==> config.mk <==
export PLATFORM = sky130hd
export DESIGN_NAME = axi_rd_reorder_buffer
export DESIGN_NICKNAME = d
export VERILOG_FILES = /design/src/rtl/axi_rob_pkg.sv /design/src/rtl/rob_slot_mem.sv /design/src/rtl/axi_rd_reorder_buffer.sv
export SDC_FILE = /design/constraint.sdc
export NUM_CORES = 1
export LEC_CHECK = 0
export ABC_AREA = 1
export ABC_CLOCK_PERIOD_IN_PS = 7570
export CAP_MARGIN = 20
export CORE_ASPECT_RATIO = 1.5
export CORE_MARGIN = 1.5
export CORE_UTILIZATION = 40
export CTS_CLUSTER_SIZE = 20
export DETAILED_ROUTE_END_ITERATION = 7
export SLEW_MARGIN = 20
export SYNTH_ARGS = -nofsm -noshare
export SYNTH_HDL_FRONTEND = slang
export SYNTH_HIERARCHICAL = 1
export SYNTH_SLANG_ARGS = --single-unit
==> constraint.sdc <==
create_clock -name clk -period 7.57 [get_ports clk]
set_input_delay 1.514 -clock clk [delete_from_list [all_inputs] [get_ports clk]]
set_output_delay 1.514 -clock clk [all_outputs]
set_load 0.01 [all_outputs]
==> src/rtl/axi_rob_pkg.sv <==
// Shared types and helpers for the AXI read reorder buffer.
// Slot fields are sized generously so one struct type serves every parameterisation.
package axi_rob_pkg;

  localparam int unsigned SLOT_ID_W  = 16;
  localparam int unsigned SLOT_CNT_W = 8;

  localparam logic [1:0] RESP_OKAY   = 2'b00;
  localparam logic [1:0] RESP_SLVERR = 2'b10;

  typedef struct packed {
    logic                  valid;
    logic [SLOT_ID_W-1:0]  orig_id;
    logic [SLOT_CNT_W-1:0] len;
    logic [SLOT_CNT_W-1:0] wr_beat;
    logic [SLOT_CNT_W-1:0] rd_beat;
  } slot_state_t;

  function automatic int unsigned tag_width(input int unsigned depth);
    return (depth > 1) ? $clog2(depth) : 1;
  endfunction

  function automatic int unsigned len_width(input int unsigned max_len);
    return (max_len > 1) ? $clog2(max_len) : 1;
  endfunction

endpackage

==> src/rtl/rob_slot_mem.sv <==
// Beat storage for all slots: one write port and one combinational read port,
// addressed by {slot, beat}.
module rob_slot_mem
  import axi_rob_pkg::*;
#(
  parameter  int unsigned DATA_WIDTH = 8,
  parameter  int unsigned DEPTH      = 4,
  parameter  int unsigned MAX_LEN    = 4,
  localparam int unsigned TAG_W      = tag_width(DEPTH),
  localparam int unsigned LEN_W      = len_width(MAX_LEN)
) (
  input  logic                  clk,
  input  logic                  wr_en_i,
  input  logic [TAG_W-1:0]      wr_slot_i,
  input  logic [LEN_W-1:0]      wr_beat_i,
  input  logic [DATA_WIDTH-1:0] wr_data_i,
  input  logic [1:0]            wr_resp_i,
  input  logic [TAG_W-1:0]      rd_slot_i,
  input  logic [LEN_W-1:0]      rd_beat_i,
  output logic [DATA_WIDTH-1:0] rd_data_o,
  output logic [1:0]            rd_resp_o
);

  typedef struct packed {
    logic [1:0]            resp;
    logic [DATA_WIDTH-1:0] data;
  } entry_t;

  entry_t mem_q [DEPTH*MAX_LEN];

  always_ff @(posedge clk) begin
    if (wr_en_i) begin
      mem_q[{wr_slot_i, wr_beat_i}] <= '{resp: wr_resp_i, data: wr_data_i};
    end
  end

  assign {rd_resp_o, rd_data_o} = mem_q[{rd_slot_i, rd_beat_i}];

endmodule

==> src/rtl/axi_rd_reorder_buffer.sv <==
// AXI read reorder buffer: tags each AR with a slot, collects burst beats in any
// slot order and returns whole bursts in AR acceptance order with the original ID.
module axi_rd_reorder_buffer
  import axi_rob_pkg::*;
#(
  parameter  int unsigned DATA_WIDTH = 8,
  parameter  int unsigned ID_WIDTH   = 4,
  parameter  int unsigned DEPTH      = 4,
  parameter  int unsigned MAX_LEN    = 4,
  localparam int unsigned TAG_W      = tag_width(DEPTH),
  localparam int unsigned LEN_W      = len_width(MAX_LEN)
) (
  input  logic                  clk,
  input  logic                  rst_n,
  input  logic [ID_WIDTH-1:0]   s_arid_i,
  input  logic [LEN_W-1:0]      s_arlen_i,
  input  logic                  s_arvalid_i,
  output logic                  s_arready_o,
  output logic [DATA_WIDTH-1:0] s_rdata_o,
  output logic [1:0]            s_rresp_o,
  output logic [ID_WIDTH-1:0]   s_rid_o,
  output logic                  s_rlast_o,
  output logic                  s_rvalid_o,
  input  logic                  s_rready_i,
  output logic [TAG_W-1:0]      m_arid_o,
  output logic [LEN_W-1:0]      m_arlen_o,
  output logic                  m_arvalid_o,
  input  logic                  m_arready_i,
  input  logic [DATA_WIDTH-1:0] m_rdata_i,
  input  logic [1:0]            m_rresp_i,
  input  logic [TAG_W-1:0]      m_rid_i,
  input  logic                  m_rlast_i,
  input  logic                  m_rvalid_i,
  output logic                  m_rready_o,
  output logic                  err_o
);

  slot_state_t slot_q [DEPTH];
  slot_state_t slot_d [DEPTH];
  logic [TAG_W-1:0] head_q, head_d, tail_q, tail_d;
  logic [TAG_W:0]   count_q, count_d;
  logic             err_q, err_d;
  logic             live_q, live_d;

  logic full, alloc, beat_in, beat_ok, rd_hs, retire, head_avail;
  logic [DATA_WIDTH-1:0] mem_rdata;
  logic [1:0]            mem_rresp;

  // AR path is a pass-through gated by occupancy; live_q keeps handshakes low in reset.
  assign full        = (count_q == (TAG_W+1)'(DEPTH));
  assign s_arready_o = live_q & m_arready_i & ~full;
  assign m_arvalid_o = live_q & s_arvalid_i & ~full;
  assign m_arid_o    = tail_q;
  assign m_arlen_o   = s_arlen_i;
  assign m_rready_o  = live_q;
  assign alloc       = s_arvalid_i & s_arready_o;

  assign beat_in = live_q & m_rvalid_i;
  assign beat_ok = slot_q[m_rid_i].valid
                && (slot_q[m_rid_i].wr_beat <= slot_q[m_rid_i].len)
                && (m_rlast_i == (slot_q[m_rid_i].wr_beat == slot_q[m_rid_i].len));

  assign head_avail = slot_q[head_q].valid
                    & (slot_q[head_q].wr_beat > slot_q[head_q].rd_beat);
  assign s_rvalid_o = head_avail;
  assign s_rlast_o  = head_avail & (slot_q[head_q].rd_beat == slot_q[head_q].len);
  assign s_rid_o    = head_avail ? slot_q[head_q].orig_id[ID_WIDTH-1:0] : '0;
  assign s_rdata_o  = head_avail ? mem_rdata : '0;
  assign s_rresp_o  = head_avail ? mem_rresp : RESP_OKAY;
  assign rd_hs      = head_avail & s_rready_i;
  assign retire     = rd_hs & s_rlast_o;
  assign err_o      = err_q;

  rob_slot_mem #(
    .DATA_WIDTH (DATA_WIDTH),
    .DEPTH      (DEPTH),
    .MAX_LEN    (MAX_LEN)
  ) u_mem (
    .clk       (clk),
    .wr_en_i   (beat_in & beat_ok),
    .wr_slot_i (m_rid_i),
    .wr_beat_i (slot_q[m_rid_i].wr_beat[LEN_W-1:0]),
    .wr_data_i (m_rdata_i),
    .wr_resp_i (m_rresp_i),
    .rd_slot_i (head_q),
    .rd_beat_i (slot_q[head_q].rd_beat[LEN_W-1:0]),
    .rd_data_o (mem_rdata),
    .rd_resp_o (mem_rresp)
  );

  // A head write and a head read touch different fields, so applying them in turn is safe.
  always_comb begin
    slot_d  = slot_q;
    head_d  = head_q;
    tail_d  = tail_q;
    err_d   = err_q;
    live_d  = 1'b1;
    if (beat_in) begin
      if (beat_ok) begin
        slot_d[m_rid_i].wr_beat = slot_q[m_rid_i].wr_beat + SLOT_CNT_W'(1);
      end else begin
        err_d = 1'b1;
      end
    end
    if (rd_hs) begin
      slot_d[head_q].rd_beat = slot_q[head_q].rd_beat + SLOT_CNT_W'(1);
      if (s_rlast_o) begin
        slot_d[head_q].valid = 1'b0;
        head_d               = head_q + TAG_W'(1);
      end
    end
    if (alloc) begin
      slot_d[tail_q].valid   = 1'b1;
      slot_d[tail_q].orig_id = SLOT_ID_W'(s_arid_i);
      slot_d[tail_q].len     = SLOT_CNT_W'(s_arlen_i);
      slot_d[tail_q].wr_beat = '0;
      slot_d[tail_q].rd_beat = '0;
      tail_d                 = tail_q + TAG_W'(1);
    end
    count_d = count_q + (TAG_W+1)'(alloc) - (TAG_W+1)'(retire);
  end

  always_ff @(posedge clk or negedge rst_n) begin
    if (!rst_n) begin
      slot_q  <= '{default: '0};
      head_q  <= '0;
      tail_q  <= '0;
      count_q <= '0;
      err_q   <= 1'b0;
      live_q  <= 1'b0;
    end else begin
      slot_q  <= slot_d;
      head_q  <= head_d;
      tail_q  <= tail_d;
      count_q <= count_d;
      err_q   <= err_d;
      live_q  <= live_d;
    end
  end

endmodule

Yosys cells after proc, flatten, opt, wreduce, memory -nomap -nowiden
Memory sizes are Yosys's and may differ from the RTL's.
Index checks and enable logic that the tools add are counted.
{"block": "word_totals", "regBits": 173, "ram_bits": 160, "in_bits": 25, "output_inout_bits": 24, "elab_cells": 107, "mem_count": 1}
{"block": "op_classes", "addsub": 6, "magnitude_cmp": 8, "eq_ne": 4, "muxes": 40, "n_bitwise": 16, "n_reduce_logical": 7}
{"memory": "u_mem.mem_q", "words": 16, "width": 10, "read_ports": 1, "rd_ports_with_merged_regs": 0, "write_ports": 1, "line_no": "rob_slot_mem.sv:29", "source": "entry_t mem_q [DEPTH*MAX_LEN];"}
{"op": "164-bit bitwise mux", "count": 8}
{"op": "164-bit 2-to-1 mux", "count": 5}
{"op": "41-bit demux with 2-bit select", "count": 8}
{"op": "41-bit 2-to-1 mux", "count": 6}
{"op": "41-bit binary-select mux with 2-bit select", "count": 2}
{"op": "40-bit 2-to-1 mux", "count": 1}
{"op": "16-bit 2-to-1 mux", "count": 2}
{"op": "24-bit 2-to-1 mux", "count": 1}
{"op": "8-bit 2-to-1 mux", "count": 3}
{"op": "8-bit by 1-bit adder with 8-bit output (second input constant)", "count": 2}
{"op": "8-bit equality test", "count": 2}
{"op": "1-bit AND", "count": 11}
{"op": "3-bit >= comparator (second input constant)", "count": 3}
{"op": "3-bit by 1-bit < comparator with 1-bit output (second input constant)", "count": 3}
{"op": "2-bit inverter with 3-bit output", "count": 3}
{"op": "8-bit > comparator", "count": 1}
{"op": "8-bit <= comparator", "count": 1}
{"op": "1-bit logical AND", "count": 5}
{"op": "2-bit by 1-bit adder with 2-bit output (second input constant)", "count": 2}
{"op": "4-bit 2-to-1 mux", "count": 1}
{"op": "2-bit AND reduction", "count": 2}
{"op": "3-bit by 1-bit adder with 3-bit output", "count": 1}
{"op": "3-bit equality test (second input constant)", "count": 1}
{"op": "3-bit by 1-bit subtractor with 3-bit output", "count": 1}
{"op": "other kinds (4)", "count": 6}

Longest topological paths before layout
{"block": "logic_depth", "depth_word": 19, "ltp_mapped": 23, "mapped_depth_nobuf": 21}

By module
The synthesis kept the hierarchy.
{"mod": "rob_slot_mem", "n_inst": 1, "cells_each": 672, "area_each_um2": 6979.2}
{"mod": "axi_rd_reorder_buffer", "n_inst": 1, "cells_each": 830, "area_each_um2": 5989.5}

Worst setup path before layout
Ideal clock, no wire load.
{"block": "synth_timing", "path_kind": "in2reg", "startpoint": "input m_rid_i[0]", "endpoint": "memory u_mem/mem_q[13][0] in the netlist's numbering, enable pin", "arrival_time_ns": 3.977, "t_required_ns": 7.194, "setup_slack_ns": 3.217, "path_stages": 15, "path_buffers": 1, "cell_sequence": "buf_4 -> nor2_2 -> inv_1 -> o21ai_1 -> inv_1 -> ha_1 -> nand2_1 -> nand3b_1 -> nand2_1 -> nand2_1 -> inv_1 -> nand3_1 -> nor3_1 -> nand3_1 -> nor2_1"}
{"block": "synth_between", "elab_chain_len": 10, "word_cells_on_any_way": 12}
{"item": "from (decl)", "line_no": "axi_rd_reorder_buffer.sv:31", "source": "input logic [TAG_W-1:0] m_rid_i,"}
{"item": "2-bit inverter with 3-bit output (not written as such)"}
{"item": "41-bit binary-select mux with 2-bit select"}
{"item": "41-bit 2-to-1 mux (not written as such) (2 in a row)", "line_no": "axi_rd_reorder_buffer.sv:60, axi_rd_reorder_buffer.sv:61"}
{"item": "8-bit <= comparator / 8-bit equality test (equally long branches)", "line_no": "axi_rd_reorder_buffer.sv:60, axi_rd_reorder_buffer.sv:61"}
{"item": "1-bit logical AND / 1-bit equality test (equally long branches)", "line_no": "axi_rd_reorder_buffer.sv:60, axi_rd_reorder_buffer.sv:61"}
{"item": "1-bit logical AND", "line_no": "axi_rd_reorder_buffer.sv:61", "source": "&& (m_rlast_i == (slot_q[m_rid_i].wr_beat == slot_q[m_rid_i].len));"}
{"item": "1-bit AND", "line_no": "axi_rd_reorder_buffer.sv:80", "source": ".wr_en_i (beat_in & beat_ok),"}
{"item": "1-bit 2-to-1 mux", "line_no": "rob_slot_mem.sv:32", "source": "if (wr_en_i) begin"}
{"item": "1-bit 2-to-1 mux (not written as such)", "line_no": "rob_slot_mem.sv:33", "source": "mem_q[{wr_slot_i, wr_beat_i}] <= '{resp: wr_resp_i, data: wr_data_i};"}
{"item": "to (decl)", "line_no": "rob_slot_mem.sv:29"}
Parallel ways exist; a longest one is shown, timed or not. The select of a mux whose other input is x is not followed.

Worst setup path in the final report
{"block": "layout_timing", "startpoint": "register head_q[0]", "endpoint": "output s_rdata_o[2]"}
{"block": "layout_between", "word_cells_on_any_way": 8}
{"item": "from (decl)", "line_no": "axi_rd_reorder_buffer.sv:40", "source": "logic [TAG_W-1:0] head_q, head_d, tail_q, tail_d;"}
{"item": "from (signal assigned)", "line_no": "axi_rd_reorder_buffer.sv:126", "source": "head_q <= '0;"}
{"item": "from (signal assigned)", "line_no": "axi_rd_reorder_buffer.sv:133", "source": "head_q <= head_d;"}
{"item": "2-bit inverter with 3-bit output (not written as such)", "line_no": "axi_rd_reorder_buffer.sv:86", "source": ".rd_beat_i (slot_q[head_q].rd_beat[LEN_W-1:0]),"}
{"item": "41-bit binary-select mux with 2-bit select", "line_no": "axi_rd_reorder_buffer.sv:86"}
{"item": "41-bit 2-to-1 mux (not written as such) (2 in a row)", "line_no": "axi_rd_reorder_buffer.sv:64", "source": "& (slot_q[head_q].wr_beat > slot_q[head_q].rd_beat);"}
{"item": "memory read 16 x 10 bit *"}
{"item": "net mem_rdata[2]", "line_no": "axi_rd_reorder_buffer.sv:46", "source": "logic [DATA_WIDTH-1:0] mem_rdata;"}
{"item": "8-bit 2-to-1 mux *", "line_no": "axi_rd_reorder_buffer.sv:68", "source": "assign s_rdata_o = head_avail ? mem_rdata : '0;"}
{"item": "to (decl)", "line_no": "axi_rd_reorder_buffer.sv:19", "source": "output logic [DATA_WIDTH-1:0] s_rdata_o,"}
Mark *: on every way through the listed nets, which the timed path passes. The rest lies on a longest branch. The select of a mux whose other input is x is not followed.

==> run summary <==
The hold-critical path endpoint is slot_q[65]. The core area came out at 31800 µm². In this run the critical register-to-register path is captured at count_q[2].

The total negative slack for setup checks is 0 ns, and the peak per-stage delay on the critical path is 0.68 ns. STA classifies the critical path endpoint as an output pin. The die boundary width was 150 µm; the global placer's final weighted congestion was 0.935. The beginning of the worst register-to-register path was head_q[0]. In this run, the number of DRC markers left after iteration 0 of detailed routing was 722. The run gives 0 as the DRC violations left. Clock period minus final worst setup slack: 5.98 ns. The min-delay analysis places its worst path in the category flop to flop.

At the worst endpoint, the required time is 6.06 ns. The tightest hold path in the finished design has a slack of 0.487 ns. The run gives 0 as the number of resized instances in the post-cts repair step. For the number of vias after detailed routing, the log shows 9944.

The count of clock tree sinks is 261. For the number of placed I/O pins, the log shows 49. Once the clock tree was built, the setup fixing pass inserted 0 buffers. The logs give 0 for the number of antenna diodes and 0.261 mV for the peak ir drop on the vdd network. The first TritonRoute pass finished after 5 iterations.

Across all register-to-register paths, the minimum setup slack is 2.90 ns. The tools report the initial standard-cell utilization of the core as 0.407. The number of clock buffers added by TritonCTS is 26. The routed wirelength normalized by instance count works out to 18.1 µm. Library cell appearing most often on the critical path: sky130_fd_sc_hd__nand2_1. Startpoint of the most critical setup path: head_q[0]. The synthesized netlist occupies a cell area of 13000 µm².

After legalization and detailed placement, the total HPWL measured 23700 µm. For the sequential share of the synthesized area, the log shows 0.565. The wire length after detailed routing is 35200 µm. In this run the worst path has a maximum fanout of 82.

Standby leakage power: 0.00673 µW. The slowest stage of the critical path is the sky130_fd_sc_hd__buf_4 cell. The clock root buffer master was sky130_fd_sc_hd__clkbuf_16.

Wire length of the first global-routing pass: 54600 µm. Clock-pin slew was measured on the worst setup and hold paths at 0.06 ns. Along the worst hold path, the cell count comes to 2.

The normalized max-slew margin was 0.334; the count of input and output buffers was 48. The run gives 83 as the pin count of the biggest net entering global routing. The share of post-route cells with drive strength above 1 was 0.0475; the proportion of synthesized flip-flops having asynchronous set or reset was 0.387. The final count of negative-setup-slack endpoints was 0; the worst reg2reg path depth was 17. The via count of the first global-routing pass was 9745. The buffers plus inverters on the worst setup path is 4, and the global route total overflow is 0. The number of antenna violations at the first check in global routing is 0, and the insertion delay to the later sink of the worst-skew pair is 0.54 ns. The tools report the total of hold buffers inserted after clock tree synthesis as 0.

The number of warnings reported in the yosys synthesis log was 6; the worst setup skew after layout was 0.0151 ns. The library cells used most frequently in the layout, excluding fill and tap cells, are sky130_fd_sc_hd__nand2_1, sky130_fd_sc_hd__inv_1, sky130_fd_sc_hd__edfxtp_1. Power spread over the standard cell area amounts to 426 nW/µm². The cell family contributing the most delay on the critical path is buffers and inverters. Timing-limited maximum frequency: 167 MHz. The flow ran to the end, and the final reports show no timing, DRC or antenna violations.

The clock tree buffer depth was 3; the count of pins over their slew limit was 0. A synthesized cell averages 8.63 µm². The number of endpoints with negative hold slack in the final report came out at 0.

The netlist uses 41 different library cells. The worst setup path is of the flop to output pin kind. For the pin with the worst max-slew slack, the measured transition is 0.999 ns. The predominant post-synthesis flop cell is sky130_fd_sc_hd__edfxtp_1. The signal on the critical path passes through buf_4, nand2_1, o21ai_0, nand2_1, nand2_2, buf_4, nand2_1, nand2_1, nand2_1, nand3_1, nand3_1, nand2_1, inv_1, nor2_1, clkdlybuf4s50_1. The fraction of the cycle the final worst path needs came out at 0.790.

The die is 224 µm tall. The floorplan die area was 33500 µm². The data arrival time at the worst-slack endpoint came out at 4.47 ns. In the routed layout, each cell is associated on average with a via count of 5.10. The worst setup path is launched from a flop.

The tools report the total track usage as 0.215. The area growth from synthesis to layout is 12.4%. The hold path startpoint is slot_q[65]. The number of instances in the synthesized netlist came out at 1502. Max-cap violations in this run came to 0. Setup repair after global routing left no endpoint under its margin. The run gives 0.458 as the post-route core utilization. TritonCTS built the clock tree. Counting flops and latches in the post-synthesis netlist gives 261. The floorplan has 80 rows. The detail route stage leaves a number of antenna-violating nets equal to 0.

Synthesis produced a netlist with a net count of 1550. The most common cell after layout, fill and taps aside was sky130_fd_sc_hd__nand2_1. The design draws 6210 µW. At the end of the flow, the number of nets in the layout was 1566. In this run, synthesis inferred 160 flip-flops with an integrated enable.

Number of H-tree branching levels: 1.
[registers in the layout (all words and copies together), names as in the netlist]
register / flops
count_q: 3
head_q: 2
m_rready_o: 1
slot_q: 92
u_mem/mem_q: 160
m_arid_o: 2
err_o: 1
[metal layers]
metal  part of all wire  up-vias  GRT usage  wire length [µm]
met3              0.047       89     0.0284              1640
met1               0.39     4710      0.247             13600
met5                  0        -          0                 0
met4              0.049        0      0.106              1720
met2               0.52      305      0.385             18200
li1                   -     4840          -                 -
[worst reg2reg max path, cell delays in order (launching register included)]
cell	delay, ns
sky130_fd_sc_hd__dfrtp_2	0.61
sky130_fd_sc_hd__buf_4	0.60
sky130_fd_sc_hd__a21oi_1	0.15
sky130_fd_sc_hd__a21oi_1	0.41
sky130_fd_sc_hd__ha_1	0.33
sky130_fd_sc_hd__nand2_1	0.07
sky130_fd_sc_hd__nor2_1	0.04
sky130_fd_sc_hd__a21oi_2	0.20
sky130_fd_sc_hd__nand2_1	0.50
sky130_fd_sc_hd__inv_1	0.22
sky130_fd_sc_hd__nand3_1	0.15
sky130_fd_sc_hd__nor2_2	0.26
sky130_fd_sc_hd__ha_1	0.29
sky130_fd_sc_hd__inv_1	0.06
sky130_fd_sc_hd__ha_1	0.12
sky130_fd_sc_hd__inv_1	0.04
sky130_fd_sc_hd__fa_1	0.37
sky130_fd_sc_hd__xnor2_1	0.13
[synth_stat cells, drive strengths merged (5+ instances only)]
cell	count	area (µm²)
o21ai	89	445
ha	22	275
inv	215	815
nand4	13	81.3
a21boi	19	143
nand2	446	1680
o22ai	5	31.3
nor2	148	598
clkbuf	19	72.6
a21oi	32	164
edfxtp	160	4800
nand3	159	808
dfrtp	101	2530
buf	46	310
[layout make-up]
| cell class | instances | area (µm²) |
|---|---|---|
| Fill cell | 3127 | 17200 |
| Sequential cell | 261 | 7330 |
| Multi-Input combinational cell | 960 | 4440 |
| Inverter | 216 | 818 |
| Clock buffer | 31 | 691 |
| Timing Repair Buffer | 53 | 515 |
| Tap cell | 410 | 513 |
| Clock inverter | 17 | 273 |
[how the worst max path moves through the flow]
stage | end | slack, ns | cells past startpoint
6_report | s_rdata_o[2] | 1.59 | 15
5_1_grt | s_rdata_o[2] | 1.28 | 15
4_1_cts | s_rdata_o[3] | 1.60 | 15
3_5_place_dp | u_mem/mem_q[6][5] | 1.39 | 15
3_3_place_gp | u_mem/mem_q[6][1] | 1.50 | 15
2_1_floorplan | u_mem/mem_q[13][0] | 3.22 | 15
[metrics by stage]
step	cells	worst slack [ns]	area [µm²]
final	1948	1.59	14600
after global routing	1948	1.28	14600
after CTS	1948	1.60	14600
after detailed placement	1900	1.39	13600
after global placement	1900	1.50	13600
after floorplan	1502	3.22	13000
[logic make-up after synthesis]
kind of cell	Yosys count	synth area share
xor gates and xnor gates	6	0.00405
adders and majority gates	23	0.0228
and+or+nand+nor	775	0.249
AOI/OAI and AO/OA	155	0.0664
buffers and inverters	281	0.0926
DFF	261	0.565
other	1	0.000289
[where the power goes]
group | internal [µW] | total [µW] | switching (µW)
registers | 1700 | 1840 | 134
clock network | 893 | 1450 | 556
logic | 924 | 2920 | 2000
total | 3520 | 6210 | 2690
Note: power is estimated with default switching activity, not from simulation.
